==> src/rtl/rotor2_inverse.sv <==
// Rotor-2 return path: undoes the rotor offset and applies the inverse wiring in a 2-stage valid/ready pipeline.
// Owns the rotor-2 position counter. Define ROTOR2_INV_CARRY_EN to add the registered carry_out to rotor 3.
`timescale 1ns/1ps
module rotor2_inverse #(
  parameter int unsigned RESET_POS = 0,
  parameter int unsigned NOTCH_POS = 25
) (
  input  logic       clk,
  input  logic       rst_n,
  input  logic       in_valid,
  output logic       in_ready,
  input  logic [4:0] in_letter,
  output logic       out_valid,
  input  logic       out_ready,
  output logic [4:0] out_letter,
  output logic       out_err,
  input  logic       step,
  input  logic       load,
  input  logic [4:0] load_pos,
  output logic [4:0] pos
`ifdef ROTOR2_INV_CARRY_EN
  ,
  output logic       carry_out
`endif
);

  logic       s1_valid;
  logic       s1_err;
  logic [4:0] s1_m;
  logic       s1_advance;
  logic [5:0] diff;
  logic [4:0] m_val;

  function automatic logic [4:0] inv(input logic [4:0] m);
    case (m)
      5'd1:  inv = 5'd6;   5'd2:  inv = 5'd13;  5'd3:  inv = 5'd18;
      5'd4:  inv = 5'd5;   5'd5:  inv = 5'd16;  5'd6:  inv = 5'd1;
      5'd7:  inv = 5'd21;  5'd8:  inv = 5'd17;  5'd9:  inv = 5'd15;
      5'd10: inv = 5'd14;  5'd11: inv = 5'd3;   5'd12: inv = 5'd22;
      5'd13: inv = 5'd19;  5'd14: inv = 5'd8;   5'd15: inv = 5'd2;
      5'd16: inv = 5'd10;  5'd17: inv = 5'd9;   5'd18: inv = 5'd23;
      5'd19: inv = 5'd20;  5'd20: inv = 5'd25;  5'd21: inv = 5'd4;
      5'd22: inv = 5'd26;  5'd23: inv = 5'd12;  5'd24: inv = 5'd11;
      5'd25: inv = 5'd24;  5'd26: inv = 5'd7;
      default: inv = 5'd0;
    endcase
  endfunction

  assign s1_advance = !out_valid || out_ready;
  assign in_ready   = !s1_valid || s1_advance;

  // Offset removal mod 26; a negative difference wraps by adding 26.
  assign diff  = {1'b0, in_letter} - 6'd1 - {1'b0, pos};
  assign m_val = diff[5] ? 5'(diff + 6'd26) : diff[4:0];

  always_ff @(posedge clk or negedge rst_n) begin
    if (!rst_n) begin
      s1_valid <= 1'b0;
      s1_err   <= 1'b0;
      s1_m     <= 5'd0;
    end else if (in_ready) begin
      s1_valid <= in_valid;
      if (in_valid) begin
        s1_m   <= m_val + 5'd1;
        s1_err <= (in_letter == 5'd0) || (in_letter > 5'd26);
      end
    end
  end

  always_ff @(posedge clk or negedge rst_n) begin
    if (!rst_n) begin
      out_valid  <= 1'b0;
      out_letter <= 5'd0;
      out_err    <= 1'b0;
    end else if (s1_advance) begin
      out_valid <= s1_valid;
      if (s1_valid) begin
        out_letter <= s1_err ? 5'd0 : inv(s1_m);
        out_err    <= s1_err;
      end
    end
  end

  // Load wins over step; stepping is independent of pipeline backpressure.
  always_ff @(posedge clk or negedge rst_n) begin
    if (!rst_n) begin
      pos <= 5'(RESET_POS);
    end else if (load) begin
      pos <= (load_pos > 5'd25) ? 5'd0 : load_pos;
    end else if (step) begin
      pos <= (pos == 5'(NOTCH_POS)) ? 5'd0 : pos + 5'd1;
    end
  end

`ifdef ROTOR2_INV_CARRY_EN
  always_ff @(posedge clk or negedge rst_n) begin
    if (!rst_n) begin
      carry_out <= 1'b0;
    end else begin
      carry_out <= step && !load && (pos == 5'(NOTCH_POS));
    end
  end
`endif

endmodule

==> config.mk <==
export PLATFORM = sky130hd
export DESIGN_NAME = rotor2_inverse
export DESIGN_NICKNAME = d
export VERILOG_FILES = /design/src/rtl/rotor2_inverse.sv
export SDC_FILE = /design/constraint.sdc
export NUM_CORES = 1
export LEC_CHECK = 0
export ABC_AREA = 0
export CORE_ASPECT_RATIO = 0.9
export CORE_MARGIN = 3
export CORE_UTILIZATION = 42
export DETAILED_ROUTE_END_ITERATION = 12
export DONT_BUFFER_PORTS = 1
export PLACE_DENSITY = 0.56
export SYNTH_ARGS = -nofsm -noshare
export SYNTH_HDL_FRONTEND = slang
export SYNTH_SLANG_ARGS = --single-unit
export TNS_END_PERCENT = 50
==> constraint.sdc <==
create_clock -name clk -period 3.4 [get_ports clk]
set_input_delay 0.68 -clock clk [delete_from_list [all_inputs] [get_ports clk]]
set_output_delay 0.68 -clock clk [all_outputs]
set_load 0.005 [all_outputs]
==> run metrics <==
IO Pins=29; initial antenna violation count=0; top cell type's share of synthesized area=0.289; final setup TNS=0 ps; # diodes=0; Nets=215; Max VDD drop=0.000209 V; Setup WS pre-CTS=398 ps; Post-CTS Hold Buffers=0; H-Tree Depth=1; worst setup margin=499 ps; Final HPWL DP=2780 um; Comb pwr share=0.484; Sink Count=19; synth-to-layout area growth=4.49%; P_int=0.636 mW; initial drt markers=96; Layout Cells excl Fill=225; area leader, netlist=dfrtp_1; FFs w/ async S/R, synth=1.00; Critical Path Fanout Max=6; Clk pwr share=0.138; dpl cells=221; RSZ-0062 raised after global routing=no; Top FF cell, synth=dfrtp_1; initial core utilization=0.463; CTS buffer count=3; post-cts resize count=0; Fin. Hold Viols=0; post-synthesis cell area=1640 sq um; vias=1406; Critical Path Start Type=flip-flop; synth warn=0; Hold Crit Class=in2async; CTS tree=built; vias in the first global route=1367; total gr overflow=0; Post-DRT Antenna Nets=0; WL/cell=15.8 um; GP Congestion=0.875; cell area power density=648 nW/um^2; area post-placement=1670 sq um; Worst-Margin Slew=558 ps; fin util=0.483; CP Capture Type=flip-flop; syn avg cell area=8.94 sq um; crit share post-route=0.853; layout cell share with drive strength beyond 1=0.0773; postcts setup bufs=0; final instance area=1720 sq um; crit path time final=2900 ps; Cells after Synth=184; root buffer cell=clkbuf_8; DRC=0; Reg clk slew, reported paths=70 ps; switching share of power=0.429; 1st-pass router iterations=4; Slew Viols, Final=0; die height=65.4 um; Layout fillers=344; Flop pwr share=0.378; Crit Path Category=reg2reg; Setup Skew=2.42 ps; Die Span X=72.0 um; Cell variety after synth=48; Total GRT Usage=0.165; maximum clock path buffer count=2; Post-synth EDFFs=0; Row Count=20; Fmax achieved=0.345 GHz; WP data required=3570 ps; Core Area=3550 sq um; Routed WL=3560 um; largest net degree at the start of global routing=20; Area contributors post-synth=dfrtp_1 29%, ha_1 12%, nand2_1 4.6%; #FFs+latches synth=19; Slew headroom=0.628; Synth Net Count=217; Die ar.=4700 sq um; Seq/Total Area, Yosys=0.289; crit path DAT=3070 ps; IO buf count=0; final setup vio count=0; Max-cap violations=0; DR vias/cell=6.25; static leakage=0.747 nW; switching pwr=0.477 mW; clock latency at the later pin of the worst-skew pair=250 ps; outcome=complete, no violations; global-route wire length before repair=6260 um
registers in the layout, indices dropped and copies added, names as in the netlist:
name	count
s1_valid	1
out_letter	5
pos	5
s1_m	5
out_valid	1
s1_err	1
out_err	1
metal layers:
layer / GRT usage / up-vias / part of all wire
li1: - / 677 / -
met1: 0.221 / 668 / 0.45
met2: 0.266 / 59 / 0.47
met3: 0.0336 / 2 / 0.073
met4: 0.0540 / 0 / 0.0082
met5: 0 / - / 0
metrics by stage:
step                power [mW]  hold slack (ps)
CTS                       1.12              108
detailed placement       0.966              385
finish                    1.11              117
global placement         0.949              385
global route              1.23             97.0
floorplan                0.855              384
worst paths after layout:
check	start	endpoint	slack [ps]	cells after the start
hold / removal	rst_n	out_letter[3]$_DFFE_PN0P_	120	0
min in group clk	s1_valid$_DFFE_PN0N_	out_valid$_DFFE_PN0P_	490	1
setup reg to reg	pos[0]$_DFFE_PN0P_	s1_m[4]$_DFFE_PN0P_	500	9
hold reg to reg	s1_valid$_DFFE_PN0N_	out_valid$_DFFE_PN0P_	490	1
setup / recovery	pos[0]$_DFFE_PN0P_	s1_m[4]$_DFFE_PN0P_	500	9
max in group asynchronous	rst_n	pos[4]$_DFFE_PN0P_	3210	0
cell type report:
class | instances | area (sq um) | area share
clock inverters | 1 | 5.00 | 0.00291
multi-input cells | 148 | 1100 | 0.642
clock buffers | 3 | 41.3 | 0.0240
well taps | 44 | 55.1 | 0.0320
flip-flops and latches | 19 | 475 | 0.277
inverters | 10 | 37.5 | 0.0218
worst max-delay path: stages, from the launching register on:
cell      delay [ps]
dfrtp_1          480
inv_1            100
ha_1             260
fa_1             440
xor2_1           370
ha_1             230
a211oi_1          50
o32a_1           230
or4_1            490
o211ai_1         170
Yosys cell counts, drive strengths merged, types with 3 or more instances:
library cell,instances
ha,16
inv,10
a211oi,5
a21o,4
o21ai,10
o211ai,3
nor2b,4
nor3,3
a21oi,12
mux2i,5
a211o,4
o221ai,3
dfrtp,19
nand2b,6
mux2,5
nand3,4
nand2,20
nor2,11
clkbuf,6
nand4,3
kinds of logic (layout without fill, tap and decap cells):
logic type | count (synthesis) | count (layout) | synth area share
DFF | 19 | 19 | 0.289
buffers and inverters | 17 | 14 | 0.0396
AOI/OAI and AO/OA | 57 | 57 | 0.253
and+or+nand+nor | 59 | 59 | 0.184
adders and majority gates | 17 | 17 | 0.134
muxes | 11 | 11 | 0.0784
xor gates and xnor gates | 4 | 4 | 0.0213
power by group through the flow:
stage,combinational [mW],sequential [mW],clock (mW)
4_1_cts,0.543,0.421,0.160
6_report,0.539,0.421,0.153
5_1_grt,0.619,0.439,0.171
3_5_place_dp,0.541,0.425,0
2_1_floorplan,0.515,0.340,0
3_3_place_gp,0.528,0.421,0
cells in the final DEF (no fill, tap or decap), types with 2 or more instances in the layout:
cell	n
xnor2_1	2
inv_1	10
o21ai_0	10
xor2_1	2
a21o_1	4
or4_1	2
clkbuf_8	3
a211oi_1	4
nand2b_1	6
mux2_2	5
a22o_1	2
ha_1	16
o211ai_1	3
a21oi_1	12
a211o_1	4
nor3_1	3
nand2_1	20
dfrtp_1	19
nor3b_1	2
nand3_1	4
a32o_1	2
nor2_1	9
o221ai_1	3
nor2b_1	4
mux2i_1	5
nand4_1	3
(Power assumes the default switching activity.)
